`src/rtl/spi_coef_loader.sv`:
```
// Byte-level command decoder with a double-buffered coefficient bank.
// Taps are loaded into shadow registers and copied to the modulator-facing set only on COMMIT.
module spi_coef_loader #(
   parameter int COEF_W = 5,
   parameter int N_TAPS = 8,
   parameter int ADDR_W = 3
) (
   input  logic                       SCLK,
   input  logic                       reset,
   input  logic                       frame_start,
   input  logic                       rx_valid,
   input  logic [7:0]                 rx_byte,
   output logic [N_TAPS*COEF_W-1:0]   coef_cos_1,
   output logic [N_TAPS*COEF_W-1:0]   coef_sin_1,
   output logic [N_TAPS*COEF_W-1:0]   coef_cos_2,
   output logic [N_TAPS*COEF_W-1:0]   coef_sin_2,
   output logic                       commit_pulse,
   output logic                       err,
   output logic [7:0]                 frame_bytes
);

   localparam logic [1:0] S_IDLE  = 2'd0;
   localparam logic [1:0] S_CMD   = 2'd1;
   localparam logic [1:0] S_DATA  = 2'd2;
   localparam logic [1:0] S_DRAIN = 2'd3;

   logic [1:0]        r_state;
   logic [1:0]        r_bank;
   logic              r_autoInc;
   logic [ADDR_W-1:0] r_addr;
   logic [COEF_W-1:0] r_shadow [4][N_TAPS];
   logic [COEF_W-1:0] r_active [4][N_TAPS];
   logic              r_commitPulse;
   logic              r_err;
   logic [7:0]        r_frameBytes;

   logic [7:0]        w_upperBits;
   logic              w_dataOk;

   // A data byte is only a legal coefficient if nothing is set above the coefficient width.
   assign w_upperBits = rx_byte >> COEF_W;
   assign w_dataOk    = (w_upperBits == 8'd0);

   always_ff @(posedge SCLK) begin
      if (reset) begin
         r_state       <= S_IDLE;
         r_bank        <= '0;
         r_autoInc     <= 1'b0;
         r_addr        <= '0;
         r_commitPulse <= 1'b0;
         r_err         <= 1'b0;
         r_frameBytes  <= '0;
         for (int b = 0; b < 4; b++) begin
            for (int k = 0; k < N_TAPS; k++) begin
               r_shadow[b][k] <= '0;
               r_active[b][k] <= '0;
            end
         end
      end else begin
         r_commitPulse <= 1'b0;
         // A new frame always wins; a byte arriving on the same edge is dropped.
         if (frame_start) begin
            r_state      <= S_CMD;
            r_frameBytes <= '0;
         end else if (rx_valid) begin
            case (r_state)
               S_CMD: begin
                  r_state <= S_DRAIN;
                  case (rx_byte[7:6])
                     2'b00: begin
                        r_bank    <= rx_byte[5:4];
                        r_autoInc <= rx_byte[3];
                        r_addr    <= rx_byte[ADDR_W-1:0];
                        r_state   <= S_DATA;
                     end
                     2'b01: begin
                        r_commitPulse <= 1'b1;
                        for (int b = 0; b < 4; b++) begin
                           for (int k = 0; k < N_TAPS; k++) begin
                              r_active[b][k] <= r_shadow[b][k];
                           end
                        end
                     end
                     2'b10: begin
                        for (int b = 0; b < 4; b++) begin
                           for (int k = 0; k < N_TAPS; k++) begin
                              r_shadow[b][k] <= '0;
                           end
                        end
                     end
                     default: r_err <= 1'b1;
                  endcase
               end
               S_DATA: begin
                  if (w_dataOk) begin
                     r_shadow[r_bank][r_addr] <= rx_byte[COEF_W-1:0];
                     if (r_frameBytes != 8'hFF) begin
                        r_frameBytes <= r_frameBytes + 8'd1;
                     end
                  end else begin
                     r_err <= 1'b1;
                  end
                  // The address advances even on a rejected byte so later taps stay aligned.
                  if (r_autoInc) begin
                     r_addr <= r_addr + ADDR_W'(1);
                  end
               end
               default: ;
            endcase
         end
      end
   end

   always_comb begin
      coef_cos_1 = '0;
      coef_sin_1 = '0;
      coef_cos_2 = '0;
      coef_sin_2 = '0;
      for (int k = 0; k < N_TAPS; k++) begin
         coef_cos_1[k*COEF_W +: COEF_W] = r_active[0][k];
         coef_sin_1[k*COEF_W +: COEF_W] = r_active[1][k];
         coef_cos_2[k*COEF_W +: COEF_W] = r_active[2][k];
         coef_sin_2[k*COEF_W +: COEF_W] = r_active[3][k];
      end
   end

   assign commit_pulse = r_commitPulse;
   assign err          = r_err;
   assign frame_bytes  = r_frameBytes;

endmodule

```
`config.mk`:
```
export PLATFORM = sky130hd
export DESIGN_NAME = spi_coef_loader
export DESIGN_NICKNAME = d
export VERILOG_FILES = /design/src/rtl/spi_coef_loader.sv
export SDC_FILE = /design/constraint.sdc
export NUM_CORES = 1
export LEC_CHECK = 0
export BUFFER_PORTS_ARGS = -buffer_cell sky130_fd_sc_hd__buf_2
export CORE_MARGIN = 3
export CORE_UTILIZATION = 50
export DETAILED_ROUTE_END_ITERATION = 10
export PLACE_DENSITY = 0.76
export SETUP_SLACK_MARGIN = 0.05
export SLEW_MARGIN = 0
export SYNTH_ARGS = -nofsm -noshare
export SYNTH_HDL_FRONTEND = slang
export SYNTH_SLANG_ARGS = --single-unit
```
`constraint.sdc`:
```
create_clock -name SCLK -period 7.2 [get_ports SCLK]
set_input_delay 1.44 -clock SCLK [delete_from_list [all_inputs] [get_ports SCLK]]
set_output_delay 1.44 -clock SCLK [all_outputs]
set_load 0.02 [all_outputs]
```
**Word-level counts from Yosys, hierarchy flattened**

Memories as Yosys holds them, arrays and structs flattened.
Cells that the tools add are included.

- Input port bits: 12
- Bits in registers: 18
- Memory bits (writable): 320
- Memories: 2

Memory list:

| name | words | width | rd ports | clocked after Yosys merged registers in | wr ports | line | text |
|---|---|---|---|---|---|---|---|
| r_active | 4 | 40 | 4 | 0 | 4 | 32 | `logic [COEF_W-1:0] r_active [4][N_TAPS];` |
| r_shadow | 4 | 40 | 4 | 0 | 4 | 31 | `logic [COEF_W-1:0] r_shadow [4][N_TAPS];` |

- Multiplexer cells: 99
- Equal/unequal tests: 9
- Order comparisons: 2
- Reduce and logical (&&, ||, !) cells: 15
- Bitwise gates (word level): 66
- Add/sub/neg operators: 2

Operators by type and width:

| cell | number |
|---|---|
| 5-bit 2-to-1 mux | 65 |
| 40-bit 2-to-1 mux | 3 |
| 1-bit OR | 64 |
| 40-bit OR reduction | 1 |
| 1-bit 2-to-1 mux | 25 |
| 5-bit demux with 3-bit select | 1 |
| 5-bit AND reduction | 2 |
| 8-bit by 1-bit adder with 8-bit output (second input constant) | 1 |
| 8-bit logical NOT | 1 |
| 2-bit inequality test (second input constant) | 4 |
| 8-bit inequality test (second input constant) | 1 |
| 4-bit AND reduction | 2 |
| 3-bit 2-to-1 mux | 2 |
| 3-bit one-hot mux with 2 select lines | 1 |
| 2-bit nonzero test | 3 |
| 2-bit by 1-bit == test with 1-bit output (second input constant) | 2 |
| 2-bit == test (second input constant) | 2 |
| 4-bit greater-or-equal comparator (second input constant) | 1 |
| 4-bit by 1-bit < comparator with 1-bit output (second input constant) | 1 |
| 3-bit inverter with 4-bit output | 1 |
| 2-bit AND reduction | 2 |
| 3-bit by 1-bit adder with 3-bit output (second input constant) | 1 |
| 3-bit OR reduction | 1 |
| 2-bit logical NOT | 1 |
| 5 further kinds | 5 |

**Longest topological paths before layout**

Gate-level depths: netlist of the first run.

- Depth in word-level cells: 9
- Depth in mapped cells: 9

**Worst setup path after synthesis of the first run**

Ideal clock, no wire load.

- Path type: input port to flip-flop
- From: input reset
- To: memory r_active[0][0] (netlist name) (enable)
- Slack: 1.151 ns
- Stages on the path: 3
- Data required time: 6.669 ns
- Path buffers: 2
- Setup time: 0.531 ns
- Arrival time: 5.518 ns
- Cells stage by stage: clkbuf_1 clkbuf_1 a41o_1

RTL lines:

| item | line | text |
|---|---|---|
| from (decl) | 9 | `input logic reset,` |
| to (decl) | 32 |  |

==> results of run 1 <==
==> registers in the layout, summed over array words and instances, names as in the netlist <==
| name | count |
|---|---|
| r_shadow | 160 |
| err | 1 |
| frame_bytes | 8 |
| r_bank | 2 |
| r_state | 2 |
| commit_pulse | 1 |
| r_active | 160 |
| r_autoInc | 1 |
| r_addr | 3 |
==> through the flow <==
step                      total power [W]  std cells  util (%)  worst slack (ns)
after global routing              0.00430       1408      60.4              2.93
after global placement            0.00245       1347      56.0              2.79
after CTS                         0.00420       1408      60.4              3.20
final                             0.00416       1409      60.4              3.19
after detailed placement          0.00246       1347      56.0              2.70
after floorplan                   0.00239        892         -              1.15
==> critical path, stage by stage <==
cell                      delay [ns]
sky130_fd_sc_hd__buf_2          0.15
sky130_fd_sc_hd__nor4b_2        0.75
sky130_fd_sc_hd__nand3_1        0.87
sky130_fd_sc_hd__o21ai_0        0.91
==> power by group through the flow <==
stage	Combinational, W	Clock (W)	Sequential, W
final	0.000176	0.00174	0.00224
after global routing	0.000189	0.00186	0.00225
after CTS	0.000178	0.00178	0.00224
after detailed placement	0.000178	0	0.00228
after global placement	0.000174	0	0.00228
after floorplan	0.0000591	0	0.00233
==> layout make-up <==
cell class | instances | area (um2)
diodes | 1 | 2.50
clock buffers | 44 | 910
clock inverters | 17 | 194
fillers | 1918 | 10100
inverters | 7 | 26.3
multi-input cells | 483 | 2900
flip-flops and latches | 338 | 9970
well taps | 330 | 413
repair buffers | 189 | 966
==> final timing paths <==
kind	to	from	depth (start not counted)	slack, ns
worst max-delay path	r_shadow[2][36]	rx_byte[6]	4	3.19
worst min-delay path	err	err	2	0.48
worst max register to register	r_shadow[2][36]	r_state[1]	4	3.56
worst min register to register	err	err	2	0.48
==> layer usage <==
layer	part of all wire [%]	wire length, um	up-vias	GRT usage (%)
met3	6.5	1700	45	3.19
met2	49	12900	268	30.6
met4	2.5	644	0	5.83
li1	-	-	3463	-
met5	0	0	-	0
met1	42	11000	3523	25.3
==> placed cells by master (no fill, tap or decap), types with 6 or more instances in the layout <==
cell type / instances
sky130_fd_sc_hd__clkbuf_1: 9
sky130_fd_sc_hd__and3_1: 17
sky130_fd_sc_hd__and2_1: 272
sky130_fd_sc_hd__nor3_1: 32
sky130_fd_sc_hd__nand2_1: 14
sky130_fd_sc_hd__clkbuf_16: 35
sky130_fd_sc_hd__mux2i_1: 6
sky130_fd_sc_hd__nor2_1: 47
sky130_fd_sc_hd__buf_2: 181
sky130_fd_sc_hd__buf_4: 8
sky130_fd_sc_hd__edfxtp_1: 320
sky130_fd_sc_hd__a21oi_1: 10
sky130_fd_sc_hd__dfxtp_1: 18
sky130_fd_sc_hd__o21ai_0: 34
sky130_fd_sc_hd__inv_1: 7
==> logic make-up after synthesis <==
kind of cell | after synthesis | synth area share (%)
fa+ha+maj | 4 | 0.381
xor+xnor | 1 | 0.0667
simple gates | 419 | 18.8
buf+inv | 71 | 2.24
compound gates | 52 | 2.13
flops | 338 | 75.9
mux | 7 | 0.543
==> summary.txt, run 1 <==
Outcome
  – Outcome: finished clean

Clocking
  – Setup Fix Bufs, Post-CTS: 0
  – CTS tree: yes
  – Hold bufs inserted after CTS: 0
  – Number of H-tree levels: 2
  – Number of buffers added by the clock tree synthesis step: 35
  – CTS Root Buffer Type: sky130_fd_sc_hd__clkbuf_16
  – Clock sinks: 338
  – Clock transition at path regs: 0.06 ns
  – Number of cells upsized or downsized after cts: 0
  – Maximum clock insertion buffer count: 3
  – Clock insertion delay at the later pin of the skew report: 0.49 ns

Synth
  – Share of synthesized registers carrying an async set or reset: 0%
  – Cell taking the most area after synthesis: sky130_fd_sc_hd__edfxtp_1
  – Average size of a mapped cell: 14.7 um2
  – Synthesized area: 13100 um2
  – EDFF count, synth: 320
  – Syn. warnings: 0
  – Sequential-to-total area share from yosys stat: 75.9%
  – Post-synth top area share: 73.1%
  – Top cells by area, synth: sky130_fd_sc_hd__edfxtp_1 (73%), sky130_fd_sc_hd__and2_1 (13%), sky130_fd_sc_hd__dfxtp_1 (2.7%), sky130_fd_sc_hd__nor2_1 (1.4%), sky130_fd_sc_hd__o21ai_0 (1.3%)
  – Commonest cells in the synthesized netlist: sky130_fd_sc_hd__edfxtp_1 (320), sky130_fd_sc_hd__and2_1 (272), sky130_fd_sc_hd__nor2_1 (48)
  – Syn nets: 908
  – Leading register cell type out of synthesis: sky130_fd_sc_hd__edfxtp_1
  – Number of standard cells after synthesis: 892
  – Most frequently used cell type in the post-synthesis netlist: sky130_fd_sc_hd__edfxtp_1
  – Flop and latch count out of synthesis: 338
  – Number of distinct library cells after synthesis: 38

Die
  – Std-Cell Rows: 58
  – Die height: 168 um
  – I/O Pins: 182
  – Effective utilization at floorplan: 51.6%
  – Die footprint: 28300 um2
  – CORE AREA: 25500 um2
  – Horiz. Die Dim: 168 um

Drt
  – Avg WL per Cell: 18.6 um
  – Initial DRC count: 484
  – DRT Pass-1 Iters: 5
  – Antenna Nets Post-Route: 0
  – Count of vias placed by the detailed router: 7299
  – Final routed wirelength across all metal layers: 26200 um
  – Via-per-instance ratio: 5.18
  – Remaining design rule violation count: 0

Power
  – Internal power: 0.00330 W
  – Part of the total power dissipated in combinational logic: 4.2%
  – Cell leakage power: 6.02 nW
  – Highest ir drop seen on vdd: 0.000151 V
  – Switch Pwr: 0.000859 W
  – Power per standard cell area: 270 nW/um2
  – Fraction of power consumed by sequential logic: 53.9%
  – Share of power burned in the clock network: 41.9%
  – Fraction of power spent switching nets: 20.7%

Critical path
  – Critical Path Source Type: input pin
  – Type of the worst setup path: input pin to flip-flop
  – Critical path capture point type: flip-flop
  – Critical path data required time: 7.32 ns
  – Worst-path fanout max: 21
  – CP Data Arrival Time: 4.13 ns

Layout
  – Layout-stage area growth over the synthesis result: 17.1%
  – Post-layout net count: 1070
  – Share of final-layout standard cells stronger than drive strength 1: 22.6%
  – Post-Layout Inst Area: 15400 um2

Timing
  – Peak clock frequency supported by timing: 249 MHz
  – Hold_ws: 0.479 ns
  – Sum of negative setup slack: 0 ns
  – RSZ-0062 raised after global routing: false
  – Setup-failing EPs final: 0
  – Relative slew margins: 29.2%
  – Final worst clock skew: 0.00838 ns
  – Shortest period the worst path allows: 4.01 ns
  – Slew at the pin with the worst max-slew slack: 1.06 ns
  – Period utilization: 55.7%
  – Final hold violation count: 0
  – Final count of pins violating max slew: 0

Global route
  – Maximum number of pins on one net before global-route repair: 84
  – Overflow after GRT: 0
  – Overall global routing resource usage: 18.5%
  – First-pass GRT wire length: 40500 um
  – Number of antenna violations at the first check in global routing: 0
  – Vias in the first global route: 7140

Job
  – Max-capacitance violation count: 0

Place
  – Count of input and output buffers: 181
  – Detailed-placement wirelength estimate: 15800 um
  – Final weighted congestion in routability-driven placement: 0.785
  – Total placed instance area: 14300 um2

Hold path
  – Hold Crit Class: flip-flop to flip-flop
Power figures use the tool's default switching activity.
==> run 2: changes to the inputs <==
==> constraint.sdc (replaced) <==
create_clock -name SCLK -period 4.05 [get_ports SCLK]
set_input_delay 0.81 -clock SCLK [delete_from_list [all_inputs] [get_ports SCLK]]
set_output_delay 0.81 -clock SCLK [all_outputs]
set_load 0.02 [all_outputs]
==> run 2 against run 1 <==
Clock skew grew 0.0039 ns; routed wire length shrank 3.9%; cell count grew 0.43%; count of clock-buffer cells in the layout is the same; utilization grew 0.47 points; power grew 80%; combinational power grew 79%; sequential cell count is the same; first-iteration DRC count grew 11%; setup slack lost 1.9 ns; sequential power grew 78%; critical path type is now flip-flop to flip-flop; critical endpoint is now r_shadow[3][32]; largest cell class unchanged.
==> summary.txt, run 2 (synthesized netlist as in run 1, its figures left out) <==
Outcome
  – Outcome: finished clean

Power
  – Fraction of power spent switching nets: 20.4% (-0.29 points)
  – Highest ir drop seen on vdd: 0.000340 V (+130%)
  – Share of power burned in the clock network: 42.7% (+0.8 points)
  – Switch Pwr: 0.00153 W (+78%)
  – Cell leakage power: 6.09 nW (+1.1%)
  – Power per standard cell area: 484 nW/um2 (+79%)
  – Part of the total power dissipated in combinational logic: 4.2% (about the same)
  – Internal power: 0.00597 W (+81%)
  – Fraction of power consumed by sequential logic: 53.1% (-0.8 points)

Clocking
  – Number of buffers added by the clock tree synthesis step: 35 (unchanged)
  – Clock transition at path regs: 0.06 ns (about the same)
  – Hold bufs inserted after CTS: 0 (unchanged)
  – CTS tree: yes
  – CTS Root Buffer Type: sky130_fd_sc_hd__clkbuf_16
  – Maximum clock insertion buffer count: 3 (unchanged)
  – Clock insertion delay at the later pin of the skew report: 0.50 ns (about the same)
  – Setup Fix Bufs, Post-CTS: 0 (unchanged)
  – Number of cells upsized or downsized after cts: 0 (unchanged)
  – Clock sinks: 338 (unchanged)
  – Number of H-tree levels: 2 (unchanged)

Die
  – Die height: 168 um (unchanged)
  – CORE AREA: 25500 um2 (unchanged)
  – Effective utilization at floorplan: 51.6% (unchanged)
  – Horiz. Die Dim: 168 um (unchanged)
  – Std-Cell Rows: 58 (unchanged)
  – I/O Pins: 182 (unchanged)
  – Die footprint: 28300 um2 (unchanged)

Critical path
  – Worst-path fanout max: 15 (-29%)
  – Number of cells traversed by the worst register-to-register path: 7 (+3)
  – Reg2reg setup slack: 1.30 ns (-2.26 ns)
  – Launch point of the worst path: r_state[0]
  – Worst reg2reg endpoint: r_shadow[3][32]
  – Library cell appearing most often on the critical path: sky130_fd_sc_hd__buf_4
  – Type of the worst setup path: flip-flop to flip-flop
  – Worst path slowest cell: sky130_fd_sc_hd__o21ai_0
  – CP Data Arrival Time: 2.86 ns (-1.27 ns)
  – Worst-path cell chain: inv_1 > ha_1 > nor4b_2 > buf_4 > nand3_1 > buf_4 > o21ai_0
  – Critical Path Source Type: flip-flop
  – Critical path data required time: 4.17 ns (-3.15 ns)
  – Critical path capture point type: flip-flop
  – Last element of the critical path: r_shadow[3][32]
  – Stage delay of the slowest cell on the critical path: 0.60 ns (-0.31 ns)
  – Worst r2r src: r_state[0]

Drt
  – Initial DRC count: 536 (+11%)
  – Avg WL per Cell: 17.8 um (-4.3%)
  – Via-per-instance ratio: 5.11 (-1.3%)
  – Final routed wirelength across all metal layers: 25200 um (-3.9%)
  – DRT Pass-1 Iters: 5 (unchanged)
  – Antenna Nets Post-Route: 0 (unchanged)
  – Count of vias placed by the detailed router: 7233 (-0.90%)
  – Remaining design rule violation count: 0 (unchanged)

Global route
  – Overflow after GRT: 0 (unchanged)
  – Vias in the first global route: 7363 (+3.1%)
  – Maximum number of pins on one net before global-route repair: 82 (-2.4%)
  – Overall global routing resource usage: 17.9% (-0.58 points)
  – Number of antenna violations at the first check in global routing: 0 (unchanged)
  – First-pass GRT wire length: 39900 um (-1.3%)

Place
  – Count of input and output buffers: 181 (unchanged)
  – Detailed-placement wirelength estimate: 15600 um (-1.3%)
  – DP Worst Slack: 1.02 ns (-1.68 ns)
  – Final weighted congestion in routability-driven placement: 0.778 (-0.88%)
  – Number of instances in the placed design: 1353 (+0.45%)

Timing
  – Relative slew margins: 46.3% (+17 points)
  – Final worst clock skew: 0.0123 ns (+0.00389 ns)
  – Final count of pins violating max slew: 0 (unchanged)
  – Hold_ws: 0.500 ns (+0.0205 ns)
  – Slew at the pin with the worst max-slew slack: 0.804 ns (-0.253 ns)
  – Setup-failing EPs final: 0 (unchanged)
  – Period utilization: 67.9%
  – Shortest period the worst path allows: 2.75 ns
  – Peak clock frequency supported by timing: 364 MHz
  – Final hold violation count: 0 (unchanged)
  – RSZ-0062 raised after global routing: false
  – Minimum setup slack in the final design: 1.30 ns (-1.89 ns)
  – Sum of negative setup slack: 0 ns (unchanged)

Layout
  – Share of final-layout standard cells stronger than drive strength 1: 23.4% (+0.78 points)
  – Post-layout net count: 1076 (+0.56%)
  – Fraction of the core area covered by cells at the end of the flow: 60.9% (+0.47 points)
  – Commonest cells after routing, fill and taps aside: sky130_fd_sc_hd__edfxtp_1 (320), sky130_fd_sc_hd__and2_1 (272), sky130_fd_sc_hd__buf_2 (181)
  – Commonest non-fill, non-tap cell in the layout: sky130_fd_sc_hd__edfxtp_1
  – Non-filler cells in the finished layout: 1415 (+0.43%)
  – Diodes inserted: 0 (-1)
  – Layout-stage area growth over the synthesis result: 18.0%

Hold path
  – Hold Crit Class: flip-flop to flip-flop

Job
  – Max-capacitance violation count: 0 (unchanged)
run 2: changes by cell type in the layout (fill, tap and decap cells not counted), moves of 2 or more:
cell,change
sky130_fd_sc_hd__buf_4,+4
sky130_fd_sc_hd__clkbuf_8,+2
sky130_fd_sc_hd__clkbuf_1,-2
sky130_fd_sc_hd__clkinv_2,+2
sky130_fd_sc_hd__buf_12,+2
sky130_fd_sc_hd__clkinv_4,+2
run 2: worst min-delay path by stage:
stage | startpoint | endpoint | depth (start not counted) | slack (ns)
4_1_cts | r_autoInc | r_autoInc | 2 | 0.50
3_3_place_gp | r_autoInc | r_autoInc | 2 | 0.47
5_1_grt | r_autoInc | r_autoInc | 2 | 0.53
6_report | r_autoInc | r_autoInc | 2 | 0.50
2_1_floorplan | r_autoInc | r_autoInc | 2 | 0.45
3_5_place_dp | r_autoInc | r_autoInc | 2 | 0.48
run 2: power groups by stage:
| stage | sequential, W | combinational (W) | clock, W |
|---|---|---|---|
| floorplan | 0.00414 | 0.000105 | 0 |
| global placement | 0.00405 | 0.000311 | 0 |
| detailed placement | 0.00406 | 0.000319 | 0 |
| CTS | 0.00398 | 0.000320 | 0.00325 |
| global route | 0.00399 | 0.000338 | 0.00342 |
| finish | 0.00398 | 0.000315 | 0.00320 |
run 2: per-layer routing:
metal	vias up	track usage [%]	part of all wire, %
met5	-	0	0
met4	0	6.37	3.0
met3	50	3.85	6.7
met2	246	29.5	48
met1	3457	23.8	42
li1	3480	-	-
run 2: layout make-up:
class / instances / area [um2]
clock buffers: 44 / 930
clock inverters: 18 / 230
fillers: 1924 / 9970
inverters: 7 / 26.3
multi-input cells: 483 / 2900
flip-flops and latches: 338 / 9970
well taps: 330 / 413
repair buffers: 195 / 1040
run 2: worst max-delay path: cells and delay by family, from the launching register on:
family                   cells  cell delay [ns]
AND/OR/NAND/NOR              2             0.56
AO/OA/AOI/OAI                1             0.60
flip-flops                   1             0.32
adder cells (fa/ha/maj)      1             0.32
buffers and inverters        3             0.58
run 2: per-stage QoR:
step | cell area (um2) | power [W]
floorplan | 13100 | 0.00424
global placement | 14300 | 0.00437
detailed placement | 14300 | 0.00438
CTS | 15500 | 0.00756
global route | 15500 | 0.00775
finish | 15500 | 0.00750
==> run 3: changes to the inputs <==
--- a/config.mk
+++ b/config.mk
@@ -9,7 +9,7 @@
 export CORE_MARGIN = 3
 export CORE_UTILIZATION = 50
 export DETAILED_ROUTE_END_ITERATION = 10
-export PLACE_DENSITY = 0.76
+export PLACE_DENSITY = 0.79
 export SETUP_SLACK_MARGIN = 0.05
 export SLEW_MARGIN = 0
 export SYNTH_ARGS = -nofsm -noshare
==> constraint.sdc (replaced) <==
create_clock -name SCLK -period 2.5 [get_ports SCLK]
set_input_delay 0.5 -clock SCLK [delete_from_list [all_inputs] [get_ports SCLK]]
set_output_delay 0.5 -clock SCLK [all_outputs]
set_load 0.02 [all_outputs]
==> run 3 against run 2 <==
Sequential share of layout area shrank 1.1 points; power grew 64%; via count grew 3.0%; register-to-register slack lost 1.0 ns; clock skew grew 0.00099 ns; worst hold slack lost 0.22 ns; final area grew 1.8%; cell count grew 2.1%; routed wire length grew 4.1%; utilization grew 1.1 points; critical endpoint is now r_shadow[2][8]; largest power group unchanged.
==> summary.txt, run 3 (synthesized netlist as in run 1, its figures left out) <==
Critical path
  – Worst r2r src: r_state[0]
  – Stage delay of the slowest cell on the critical path: 0.39 ns (-0.21 ns)
  – Worst-path fanout max: 32 (+17)
  – Launch point of the worst path: r_state[0]
  – Worst reg2reg endpoint: r_shadow[2][8]
  – CP Data Arrival Time: 2.41 ns (-0.45 ns)
  – Worst path slowest cell: sky130_fd_sc_hd__dfxtp_1
  – Critical path data required time: 2.71 ns (-1.46 ns)
  – Reg2reg setup slack: 0.30 ns (-1.00 ns)
  – Number of cells traversed by the worst register-to-register path: 7 (unchanged)
  – Type of the worst setup path: flip-flop to flip-flop
  – Critical path capture point type: flip-flop
  – Critical Path Source Type: flip-flop
  – Last element of the critical path: r_shadow[2][8]
  – Library cell appearing most often on the critical path: sky130_fd_sc_hd__buf_4
  – Worst-path cell chain: ha_1 > nand3b_1 > nor3_1 > nor2_2 > buf_4 > o21ai_0 > buf_4

Place
  – Final weighted congestion in routability-driven placement: 0.788 (+1.2%)
  – Total placed instance area: 14600 um2 (+1.7%)
  – Number of instances in the placed design: 1383 (+2.2%)
  – Detailed-placement wirelength estimate: 16400 um (+5.3%)
  – Count of input and output buffers: 181 (unchanged)

Power
  – Cell leakage power: 6.27 nW (+2.9%)
  – Power per standard cell area: 781 nW/um2 (+61%)
  – Highest ir drop seen on vdd: 0.000425 V (+25%)

Layout
  – Share of final-layout standard cells stronger than drive strength 1: 25.5% (+2.1 points)
  – Fill cell count: 1863 (-3.2%)
  – Post-Layout Inst Area: 15800 um2 (+1.8%)
  – Diodes inserted: 0 (unchanged)
  – Post-layout net count: 1106 (+2.8%)
  – Non-filler cells in the finished layout: 1445 (+2.1%)
  – Area of the multi-input gates: 2890 um2 (-0.17%)
  – Area occupied by registers: 9970 um2 (unchanged)
  – Commonest cells after routing, fill and taps aside: sky130_fd_sc_hd__edfxtp_1 (320), sky130_fd_sc_hd__and2_1 (272), sky130_fd_sc_hd__buf_2 (181)
  – Commonest non-fill, non-tap cell in the layout: sky130_fd_sc_hd__edfxtp_1
  – Layout-stage area growth over the synthesis result: 20.1%

Job
  – Max-capacitance violation count: 0 (unchanged)

Clocking
  – Number of buffers added by the clock tree synthesis step: 35 (unchanged)
  – Clock transition at path regs: 0.06 ns (about the same)
  – Number of cells upsized or downsized after cts: 0 (unchanged)
  – Number of H-tree levels: 2 (unchanged)
  – CTS Root Buffer Type: sky130_fd_sc_hd__clkbuf_16
  – Hold bufs inserted after CTS: 0 (unchanged)
  – Clock insertion delay at the later pin of the skew report: 0.50 ns (about the same)
  – CTS tree: yes
  – Clock sinks: 338 (unchanged)
  – Setup Fix Bufs, Post-CTS: 0 (unchanged)
  – Maximum clock insertion buffer count: 3 (unchanged)

Global route
  – Number of antenna violations at the first check in global routing: 0 (unchanged)
  – Overflow after GRT: 0 (unchanged)
  – Maximum number of pins on one net before global-route repair: 94 (+15%)
  – Overall global routing resource usage: 18.5% (+0.59 points)
  – First-pass GRT wire length: 40900 um (+2.3%)
  – Vias in the first global route: 7547 (+2.5%)

Drt
  – DRT Pass-1 Iters: 5 (unchanged)
  – Initial DRC count: 589 (+9.9%)
  – Via-per-instance ratio: 5.16 (+0.89%)
  – Antenna Nets Post-Route: 0 (unchanged)
  – Final routed wirelength across all metal layers: 26200 um (+4.1%)
  – Count of vias placed by the detailed router: 7452 (+3.0%)
  – Avg WL per Cell: 18.1 um (+1.9%)
  – Remaining design rule violation count: 0 (unchanged)

Die
  – I/O Pins: 182 (unchanged)
  – Die height: 168 um (unchanged)
  – Effective utilization at floorplan: 51.6% (unchanged)
  – Std-Cell Rows: 58 (unchanged)
  – CORE AREA: 25500 um2 (unchanged)
  – Die footprint: 28300 um2 (unchanged)
  – Horiz. Die Dim: 168 um (unchanged)

Timing
  – Final worst clock skew: 0.0133 ns (+0.000991 ns)
  – Final hold violation count: 0 (unchanged)
  – Final count of pins violating max slew: 0 (unchanged)
  – Peak clock frequency supported by timing: 455 MHz (+25%)
  – Setup-failing EPs final: 0 (unchanged)
  – Shortest period the worst path allows: 2.20 ns (-0.550 ns)
  – RSZ-0062 raised after global routing: false
  – Sum of negative setup slack: 0 ns (unchanged)
  – Slew at the pin with the worst max-slew slack: 0.767 ns (-0.0376 ns)
  – Period utilization: 87.9% (+20 points)
  – Relative slew margins: 48.7% (+2.4 points)

Outcome
  – Outcome: finished clean

Hold path
  – Hold Crit Class: input pin to flip-flop
## run 3: cell count changes in the layout (fill, tap and decap cells not counted), moves of 2 or more
cell,before,now
sky130_fd_sc_hd__clkinv_4,2,0
sky130_fd_sc_hd__buf_4,12,40
sky130_fd_sc_hd__buf_12,2,4
sky130_fd_sc_hd__clkbuf_16,35,37
sky130_fd_sc_hd__clkinvlp_4,3,1
## run 3: routing by layer
layer / track usage, % / share of wire [%]
met1: 24.5 / 41
met4: 5.34 / 2.3
met2: 31.6 / 50
met5: 0 / 0
met3: 3.47 / 6.4
## run 3: worst min path at each step
stage	depth (start not counted)	end	slack, ns	startpoint
2_1_floorplan	2	r_autoInc	0.45	r_autoInc
3_3_place_gp	2	r_autoInc	0.47	r_autoInc
3_5_place_dp	2	err	0.47	err
4_1_cts	3	r_bank[1]	0.27	rx_byte[5]
5_1_grt	3	r_bank[1]	0.30	rx_byte[5]
6_report	3	r_bank[1]	0.28	rx_byte[5]
## run 3: per-stage QoR
step | power, W | hold WS (ns) | setup WS [ns] | utilization [%]
6_report | 0.0123 | 0.276 | 0.302 | 62.0
5_1_grt | 0.0127 | 0.300 | 0.214 | 62.0
4_1_cts | 0.0124 | 0.266 | 0.351 | 62.0
3_5_place_dp | 0.00713 | 0.471 | 0.256 | 57.3
3_3_place_gp | 0.00711 | 0.466 | 0.321 | 57.3
2_1_floorplan | 0.00687 | 0.451 | 0.104 | -
## run 3: cell type report
cell class / count / share of cell area (%)
Sequential cell: 338 / 63.2
Multi-Input combinational cell: 483 / 18.3
Timing Repair Buffer: 225 / 8.15
Clock buffer: 47 / 6.30
Tap cell: 330 / 2.62
Clock inverter: 15 / 1.28
Inverter: 7 / 0.166
## run 3: where the power goes
group          total [W]  switching [W]  internal [W]  leakage, nW
combinational   0.000551       0.000401      0.000151         2.23
clock            0.00531        0.00201       0.00331        0.585
sequential       0.00646      0.0000685       0.00639         3.46
total             0.0123        0.00247       0.00985         6.27
## run 3: critical path: cells and delay by family, from the launching register on
family                   cells  cell delay (ns)
buffers and inverters        2             0.46
adder cells (fa/ha/maj)      1             0.37
flip-flops                   1             0.39
AND/OR/NAND/NOR              3             0.52
AO/OA/AOI/OAI                1             0.17
